<file path="src/rtl/sr_latch_pkg.sv">
// ---------------------------------------------------------------------------
// sr_latch_pkg
// Shared definitions for the clocked SR latch bank on the magnetron control
// path: simultaneous-S/R response modes, per-channel state encoding, the
// decoded command set and the helper that turns raw s/r into a command.
// No ports (package).
// ---------------------------------------------------------------------------
package sr_latch_pkg;

  // Response when s and r are both high
  localparam logic [1:0] MODE_RST_DOM = 2'd0;
  localparam logic [1:0] MODE_SET_DOM = 2'd1;
  localparam logic [1:0] MODE_HOLD    = 2'd2;
  localparam logic [1:0] MODE_TOGGLE  = 2'd3;

  typedef enum logic [1:0] {
    ST_OFF  = 2'd0,
    ST_ON   = 2'd1,
    ST_LOCK = 2'd2
  } state_e;

  typedef enum logic [1:0] {
    CMD_NONE = 2'd0,
    CMD_SET  = 2'd1,
    CMD_RST  = 2'd2,
    CMD_TOG  = 2'd3
  } cmd_e;

  // Collapse one channel's s/r pair into the effective command; the
  // simultaneous case is resolved by the configured mode.
  function automatic cmd_e decode_cmd(input logic s, input logic r,
                                      input logic [1:0] mode);
    cmd_e cmd;
    cmd = CMD_NONE;
    case ({s, r})
      2'b10: cmd = CMD_SET;
      2'b01: cmd = CMD_RST;
      2'b11: begin
        case (mode)
          MODE_RST_DOM: cmd = CMD_RST;
          MODE_SET_DOM: cmd = CMD_SET;
          MODE_HOLD:    cmd = CMD_NONE;
          default:      cmd = CMD_TOG;
        endcase
      end
      default: cmd = CMD_NONE;
    endcase
    return cmd;
  endfunction

endpackage

</file>
<file path="src/rtl/sr_latch_chan.sv">
// ---------------------------------------------------------------------------
// sr_latch_chan
// One channel of the SR latch bank: command decode, OFF/ON/LOCK state
// machine, lockout counter and conflict flag.
//
// Configuration macro: SR_LATCH_BANK_STICKY_CONFLICT_EN
//   defined   -> conflict is sticky until rst
//   undefined -> conflict is the one-cycle registered s&r
//
// Ports:
//   clk      in  system clock, rising edge
//   rst      in  synchronous active-high reset
//   s        in  set request
//   r        in  reset request
//   q        out latch state (1 = magnetron enable)
//   lockout  out high while the channel is in its post-reset lockout
//   conflict out s and r were both high (see macro above)
// ---------------------------------------------------------------------------
module sr_latch_chan
  import sr_latch_pkg::*;
#(
  parameter int BOTH_MODE      = 0,
  parameter int LOCKOUT_CYCLES = 8,
  parameter int CNT_W          = 4
) (
  input  logic clk,
  input  logic rst,
  input  logic s,
  input  logic r,
  output logic q,
  output logic lockout,
  output logic conflict
);

  // A zero-cycle lockout would give a zero-width counter; keep at least 1 bit.
  localparam int CW = (CNT_W < 1) ? 1 : CNT_W;
  localparam bit HAS_LOCK = (LOCKOUT_CYCLES > 0);
  localparam logic [1:0] MODE = 2'(BOTH_MODE);
  localparam logic [CW-1:0] LOAD =
      HAS_LOCK ? CW'(LOCKOUT_CYCLES - 1) : '0;

  state_e        state, state_nxt;
  logic [CW-1:0] cnt, cnt_nxt;
  logic          conflict_q;
  cmd_e          cmd;

  assign cmd = decode_cmd(s, r, MODE);

  always_ff @(posedge clk) begin
    if (rst) begin
      state      <= ST_OFF;
      cnt        <= '0;
      conflict_q <= 1'b0;
    end else begin
      state <= state_nxt;
      cnt   <= cnt_nxt;
`ifdef SR_LATCH_BANK_STICKY_CONFLICT_EN
      conflict_q <= conflict_q | (s & r);
`else
      conflict_q <= s & r;
`endif
    end
  end

  // Loading LOAD (= LOCKOUT_CYCLES-1) and leaving LOCK only once the counter
  // has reached zero gives exactly LOCKOUT_CYCLES cycles of lockout. SET/TOG
  // arriving during LOCK are dropped; RST restarts the window.
  always_comb begin
    state_nxt = state;
    cnt_nxt   = cnt;
    case (state)
      ST_OFF: begin
        if (cmd == CMD_SET || cmd == CMD_TOG) begin
          state_nxt = ST_ON;
        end
      end
      ST_ON: begin
        if (cmd == CMD_RST || cmd == CMD_TOG) begin
          if (HAS_LOCK) begin
            state_nxt = ST_LOCK;
            cnt_nxt   = LOAD;
          end else begin
            state_nxt = ST_OFF;
          end
        end
      end
      ST_LOCK: begin
        if (cmd == CMD_RST) begin
          cnt_nxt = LOAD;
        end else if (cnt == '0) begin
          state_nxt = ST_OFF;
        end else begin
          cnt_nxt = cnt - CW'(1);
        end
      end
      default: begin
        state_nxt = ST_OFF;
        cnt_nxt   = '0;
      end
    endcase
  end

  assign q        = (state == ST_ON);
  assign lockout  = (state == ST_LOCK);
  assign conflict = conflict_q;

endmodule

</file>
<file path="src/rtl/sr_latch_bank.sv">
// ---------------------------------------------------------------------------
// sr_latch_bank
// Parametrised bank of clocked SR latches driving the magnetron enables.
// Each channel is an independent sr_latch_chan; this level only slices the
// buses.
//
// Configuration macro: SR_LATCH_BANK_STICKY_CONFLICT_EN (see sr_latch_chan)
//
// Ports:
//   clk      in  system clock, rising edge
//   rst      in  synchronous active-high reset
//   s        in  [CHANNELS] per-channel set request
//   r        in  [CHANNELS] per-channel reset request
//   q        out [CHANNELS] per-channel latch state
//   lockout  out [CHANNELS] channel is in post-reset lockout
//   conflict out [CHANNELS] s and r were both high
// ---------------------------------------------------------------------------
module sr_latch_bank
  import sr_latch_pkg::*;
#(
  parameter int CHANNELS       = 4,
  parameter int BOTH_MODE      = 0,
  parameter int LOCKOUT_CYCLES = 8
) (
  input  logic                clk,
  input  logic                rst,
  input  logic [CHANNELS-1:0] s,
  input  logic [CHANNELS-1:0] r,
  output logic [CHANNELS-1:0] q,
  output logic [CHANNELS-1:0] lockout,
  output logic [CHANNELS-1:0] conflict
);

  localparam int CNT_W = $clog2(LOCKOUT_CYCLES + 1);

  for (genvar i = 0; i < CHANNELS; i++) begin : g_chan
    sr_latch_chan #(
      .BOTH_MODE      (BOTH_MODE),
      .LOCKOUT_CYCLES (LOCKOUT_CYCLES),
      .CNT_W          (CNT_W)
    ) u_chan (
      .clk      (clk),
      .rst      (rst),
      .s        (s[i]),
      .r        (r[i]),
      .q        (q[i]),
      .lockout  (lockout[i]),
      .conflict (conflict[i])
    );
  end

endmodule

</file>
<file path="config.mk">
export PLATFORM = sky130hd
export DESIGN_NAME = sr_latch_bank
export DESIGN_NICKNAME = d
export VERILOG_FILES = /design/src/rtl/sr_latch_pkg.sv /design/src/rtl/sr_latch_chan.sv /design/src/rtl/sr_latch_bank.sv
export SDC_FILE = /design/constraint.sdc
export NUM_CORES = 1
export LEC_CHECK = 0
export CAP_MARGIN = 5
export CORE_UTILIZATION = 30
export DETAILED_ROUTE_END_ITERATION = 10
export GPL_TIMING_DRIVEN = 1
export HOLD_SLACK_MARGIN = 0.05
export PLACE_DENSITY = 0.58
export SYNTH_ARGS = -nofsm -noshare
export SYNTH_HDL_FRONTEND = slang
export SYNTH_SLANG_ARGS = --single-unit
</file>
<file path="constraint.sdc">
create_clock -name clk -period 1.9 [get_ports clk]
set_input_delay 0.285 -clock clk [delete_from_list [all_inputs] [get_ports clk]]
set_output_delay 0.285 -clock clk [all_outputs]
set_load 0.02 [all_outputs]
</file>
==> run_results.csv, run 1 <==
group,metric,value,unit
die,start_util,31.96,%
finish,nets,281,
setup_path,startpoint_type,"register",
synth,async_flop_share,0,%
clock_network,clk_pin_slew_worst_paths,100,ps
synth,ys_seq_elements,28,
place,dpl_cell_area,2226,um2
power_and_ir_drop,power_density,1196,nW/um2
clock_network,cts.path.max_buffers,2,
routing,drt_first_pass_iters,6,
sta,skew,1.474,ps
sta,worst_pin_slew,367.5,ps
clock_network,cts.sinks,28,
sta,max_slew_margin,75.15,%
setup_path,cp-end-kind,"register",
clock_network,ctsHtreeMaxLevel,1,
synth,synth_warnings,0,
setup_path,critical_path_class,"register to register",
power_and_ir_drop,p_leak,0.9389,nW
sta,setup_violations,0,
routing,drt_wl_total,3.804,mm
synth,postSynthCellCount,230,
global_routing,grt-ovfl-total,0,
power_and_ir_drop,finalPower,2.773,mW
power_and_ir_drop,irDropWorstVdd,0.4424,mV
die,rows,28,
status,outcome,"complete, no violations",
synth,seq_area_frac_synth,28.77,%
sta,tns,0,ps
clock_network,cts_tree,"yes",
routing,antenna_left,0,
finish,drive_gt1_share,10.40,%
synth,syn_area_per_cell,8.470,um2
setup_path,cp_max_fo,4,
clock_network,cts_buffers,3,
setup_path,required,2070,ps
die,die_area,6820,um2
sta,rsz0062_at_grt,"no",
die,num_io_pins,22,
routing,wl_per_cell,11.70,um
clock_network,cts_root_buf,"clkbuf_8",
synth,syn_area,1948,um2
synth,synth_edf_count,0,
clock_network,clock_latency,270,ps
die,fp.dieH,82.59,um
job,max_cap_violations,0,
routing,drtIter0Drc,56,
global_routing,grt_util_all_layers,11.94,%
global_routing,grt_max_degree,25,
global_routing,grt_pass1_wl,6.368,mm
sta,max_freq,557.5,MHz
sta,min_period,1794,ps
routing,drcViolationCount,0,
synth,synth_top_flop_cell,"dfxtp_1",
routing,dr_total_vias,1595,
hold_path,hold_path_class,"register to register",
place,gp_congestion,0.8150,
sta,setup_slack,106.4,ps
sta,hold_violations,0,
synth,synth_cell_types,46,
finish,finalInstanceArea,2320,um2
routing,viasPerCell,4.908,
global_routing,antenna_found_initial,0,
sta,finalCritPeriodShare,94.40,%
sta,drv_slew,0,
die,die_x,82.59,um
finish,area_growth,19.07,%
setup_path,worstPathArrival,1960,ps
finish,insertedDiodeCount,0,
place,dp_hpwl,2.842,mm
place,numPortBuffers,21,
clock_network,post-cts-setup-buffer-count,0,
global_routing,first_global_vias,1501,
synth,syn_nets,260,
die,coreArea,6096,um2
place,preCtsSetupSlack,-75.84,ps
worst paths after layout:
check | start | to | slack (ps) | depth (start not counted)
max | g_chan[1].u_chan.cnt[0] | g_chan[1].u_chan.state[1] | 110 | 6
min | g_chan[0].u_chan.cnt[0] | g_chan[0].u_chan.cnt[0] | 480 | 2
max reg2reg | g_chan[1].u_chan.cnt[0] | g_chan[1].u_chan.state[1] | 110 | 6
min reg2reg | g_chan[0].u_chan.cnt[0] | g_chan[0].u_chan.cnt[0] | 480 | 2
through the flow:
step / std cells / hold WS (ps) / utilization [%]
detailed placement: 321 / 469.5 / 36.51
finish: 325 / 479.1 / 38.05
floorplan: 230 / 398.8 / -
global route: 325 / 521.0 / 38.05
global placement: 321 / 463.4 / 36.51
CTS: 325 / 487.2 / 37.62
cell type report:
type / instances / area [um2]
Clock buffer: 3 / 41.29
Clock inverter: 1 / 30.03
Fill cell: 664 / 3776
Inverter: 27 / 101.3
Multi-Input combinational cell: 160 / 1207
Sequential cell: 28 / 561.8
Tap cell: 75 / 93.84
Timing Repair Buffer: 31 / 284.0
report_power, final:
part	internal (mW)	leakage (nW)	switching, mW	total (mW)
Sequential	0.690	0.228	0.0973	0.788
Clock	0.282	0.0357	0.195	0.478
Combinational	0.681	0.675	0.828	1.51
Total	1.65	0.939	1.12	2.77
flip-flops by register name, indices dropped and copies added, names as in the netlist:
signal                  cells
g_chan.u_chan.conflict      4
g_chan.u_chan.cnt          16
g_chan.u_chan.state         8
logic make-up (layout without fill, tap and decap cells):
family / after synthesis / after routing / synth area share, %
DFF: 28 / 28 / 28.77
buffers and inverters: 42 / 62 / 10.40
xor gates and xnor gates: 1 / 1 / 0.4497
adders and majority gates: 20 / 20 / 12.85
muxes: 11 / 11 / 5.780
AOI/OAI and AO/OA: 50 / 50 / 20.17
and+or+nand+nor: 78 / 78 / 21.58
what timing repair did:
item | CTS | global route
pin swaps | 0 | 2
resized for setup | 6 | 7
hold buffers | 0 | 0
endpoints found under the setup margin | 5 | 8
synth_stat cells (5+ instances only):
cell type	instances	area [um2]
nand2_1	13	48.80
o31ai_1	8	60.06
ha_1	20	250.2
buf_4	12	90.09
nand2b_1	10	62.56
a21oi_1	12	60.06
inv_1	25	93.84
nor2_1	22	82.58
nor3_1	5	25.02
dfxtp_1	28	560.5
mux2i_1	9	90.09
layout by cell type (no fill, tap or decap), drive strengths merged, types with 5 or more instances in the layout:
master	Yosys	routed
dlygate4sd2	0	5
inv	27	27
nor3	5	5
clkdlybuf4s50	0	14
nand2	13	13
o31ai	8	8
mux2i	9	9
nand2b	10	10
dfxtp	28	28
ha	20	20
nor2	22	22
a21oi	12	12
buf	12	10
critical path, stage by stage, from the launching register on:
cell	delay, ps
dfxtp_2	340
inv_1	70
ha_2	200
or4b_4	480
a221oi_4	320
mux2i_1	220
nor2_1	50
metal layers:
metal | vias up | part of all wire [%] | GRT usage, %
met5 | - | 0 | 0
li1 | 841 | - | -
met4 | 0 | 0.50 | 3.103
met3 | 2 | 3.3 | 2.857
met1 | 733 | 52 | 15.09
met2 | 19 | 44 | 20.25
(Power assumes the default switching activity.)
==> inputs of run 2 (changes only) <==
--- a/config.mk
+++ b/config.mk
@@ -6,10 +6,10 @@
 export NUM_CORES = 1
 export LEC_CHECK = 0
 export CAP_MARGIN = 5
+export CORE_MARGIN = 1.5
 export CORE_UTILIZATION = 30
 export DETAILED_ROUTE_END_ITERATION = 10
 export GPL_TIMING_DRIVEN = 1
-export HOLD_SLACK_MARGIN = 0.05
 export PLACE_DENSITY = 0.58
 export SYNTH_ARGS = -nofsm -noshare
 export SYNTH_HDL_FRONTEND = slang
==> run 2 against run 1 <==
  * Clock skew grew 1.9 ps
  * First-iteration DRC count shrank 59%
  * Sequential share of layout area shrank 0.36 points
  * Critical path depth is the same
  * Design area grew 1.3%
  * Clock power is essentially flat
  * Combinational power is essentially flat
  * Largest cell class unchanged
  * Largest power group unchanged
==> run_results.csv, run 2 (synthesis results as in run 1) <==
group,metric,value,unit
power_and_ir_drop,cell_internal_pwr,1.660,mW
sta,worst_pin_slew,406.2,ps
setup_path,cp-end-kind,"register",
clock_network,cts.sinks,28,
power_and_ir_drop,p_leak,0.9828,nW
power_and_ir_drop,seqPwrFrac,28.3,%
routing,drcViolationCount,0,
power_and_ir_drop,switchingPower,1.129,mW
place,numPortBuffers,21,
status,outcome,"complete, no violations",
global_routing,antenna_found_initial,0,
setup_path,startpoint_type,"register",
global_routing,grt_util_all_layers,11.94,%
hold_path,hold_path_class,"register to register",
global_routing,grt_pass1_wl,7.024,mm
clock_network,ctsHoldBuffers,0,
die,num_io_pins,22,
routing,wl_per_cell,11.96,um
routing,drt_wl_total,3.946,mm
die,die_x,83.59,um
sta,max_slew_margin,72.54,%
sta,min_period,1767,ps
clock_network,ctsHtreeMaxLevel,1,
global_routing,grt_max_degree,17,
sta,skew,3.423,ps
finish,final_common_cell,"dfxtp_1",
sta,setup_violations,0,
global_routing,grt-ovfl-total,0,
job,max_cap_violations,0,
hold_path,worstHoldStart,"g_chan[0].u_chan.cnt[1]",
clock_network,cts_buffers,3,
die,rows,29,
sta,rsz0062_at_grt,"no",
setup_path,worstPathArrival,1940,ps
setup_path,cp_top_family,"simple AND/OR/NAND/NOR gates",
power_and_ir_drop,combPwrFrac,54.6,%
clock_network,clock_latency,280,ps
place,dp_hpwl,3.048,mm
place,preCtsSetupSlack,-45.13,ps
finish,fill_cells,685,
routing,dr_total_vias,1623,
die,coreArea,6314,um2
setup_path,required,2080,ps
power_and_ir_drop,power_density,1187,nW/um2
setup_path,r2r_end,"g_chan[1].u_chan.state[0]",
finish,final_cell_mix,"28 x dfxtp_1, 25 x inv_1, 22 x nor2_1",
place,gp_congestion,0.8547,
finish,drive_gt1_share,11.07,%
sta,finalCritPeriodShare,92.99,%
hold_path,hold_depth,2,
setup_path,path_cells,"inv_1 > ha_2 > or4b_4 > a221oi_4 > mux2i_1 > nor2_1",
clock_network,clk_pin_slew_worst_paths,100,ps
sta,setup_slack,133.2,ps
setup_path,cp_num_buf_inv,1,
clock_network,cts_tree,"yes",
finish,nets,284,
routing,viasPerCell,4.918,
sta,hold_violations,0,
finish,insertedDiodeCount,0,
routing,drt_first_pass_iters,4,
finish,area_growth,20.62,%
global_routing,first_global_vias,1578,
die,die_area,6986,um2
die,fp.dieH,83.59,um
sta,max_freq,566.0,MHz
clock_network,cts.path.max_buffers,2,
power_and_ir_drop,clock_power_share,17.1,%
setup_path,slowest_delay,470,ps
routing,antenna_left,0,
finish,largest_reg_flops,16,
power_and_ir_drop,irDropWorstVdd,0.4427,mV
setup_path,r2r_slack,130,ps
routing,drtIter0Drc,23,
setup_path,cpMaxStageDelayCell,"or4b_4",
die,start_util,30.86,%
setup_path,cp_max_fo,3,
clock_network,cts_root_buf,"clkbuf_8",
finish,regMostFlops,"g_chan.u_chan.cnt",
setup_path,regToRegStartpoint,"g_chan[1].u_chan.cnt[0]",
sta,tns,0,ps
hold_path,holdPathEnd,"g_chan[0].u_chan.cnt[1]",
setup_path,critical_path_class,"register to register",
setup_path,reg2regPathDepth,6,
sta,drv_slew,0,
power_and_ir_drop,switching_share,40.48,%
## run 2: cell types whose count changed in the layout (fill, tap and decap cells not counted), sizes merged
cell	previous run	this run
buf	10	13
clkdlybuf4s50	14	13
dlygate4sd2	5	4
dlymetal6s2s	2	4
## run 2: power by group through the flow
stage                     clock network, mW  registers [mW]  logic, mW
after global routing                  0.529           0.812       1.72
after CTS                             0.499           0.790       1.49
after floorplan                           0           0.775       1.20
final                                 0.477           0.789       1.52
after global placement                    0           0.799       1.50
after detailed placement                  0           0.805       1.51
## run 2: routing by layer
layer / vias up / GRT usage [%] / wire (um)
li1: 846 / - / -
met1: 750 / 14.63 / 1883
met2: 22 / 20.31 / 1868
met3: 5 / 3.462 / 158
met4: 0 / 3.428 / 34
met5: - / 0 / 0
## run 2: how the worst max path moves through the flow
| stage | start | endpoint | slack [ps] | cells after the start |
|---|---|---|---|---|
| after floorplan | g_chan[1].u_chan.cnt[0] | g_chan[1].u_chan.state[0] | 190 | 6 |
| after global placement | r[1] | g_chan[1].u_chan.state[1] | -20 | 5 |
| after detailed placement | r[1] | g_chan[1].u_chan.state[1] | -50 | 5 |
| after CTS | g_chan[3].u_chan.state[1] | q[3] | 2 | 3 |
| after global routing | g_chan[3].u_chan.cnt[0] | g_chan[3].u_chan.state[0] | 2 | 6 |
| final | g_chan[1].u_chan.cnt[0] | g_chan[1].u_chan.state[0] | 130 | 6 |
## run 2: cell type report
| type | instances | area (um2) | share of cell area (%) |
|---|---|---|---|
| clock buffers | 3 | 41.29 | 1.757 |
| clock inverters | 1 | 30.03 | 1.278 |
| repair buffers | 34 | 312.8 | 13.31 |
| well taps | 77 | 96.34 | 4.100 |
| multi-input cells | 160 | 1207 | 51.38 |
| flip-flops and latches | 28 | 560.5 | 23.86 |
| inverters | 27 | 101.3 | 4.313 |
## run 2: through the flow
step	hold WS (ps)	utilization, %	total power [mW]	instances	instance area [um2]
final	478.2	37.22	2.789	330	2350
after global routing	500.4	37.22	3.061	330	2350
after CTS	482.4	36.58	2.784	329	2310
after detailed placement	467.5	35.53	2.312	325	2243
after global placement	463.3	35.53	2.302	325	2243
after floorplan	398.8	-	1.976	230	1948
## run 2: repair_timing
action	4_1_cts	5_1_grt
resized for setup	4	9
pin swaps	0	2
endpoints found under the hold margin	0	0
setup buffers	0	1
cloned	0	0
endpoints found under the setup margin	4	10
## run 2: worst min-delay path: stages (launching register included)
cell,delay (ps)
dfxtp_1,330
nand2_1,50
a21oi_1,50
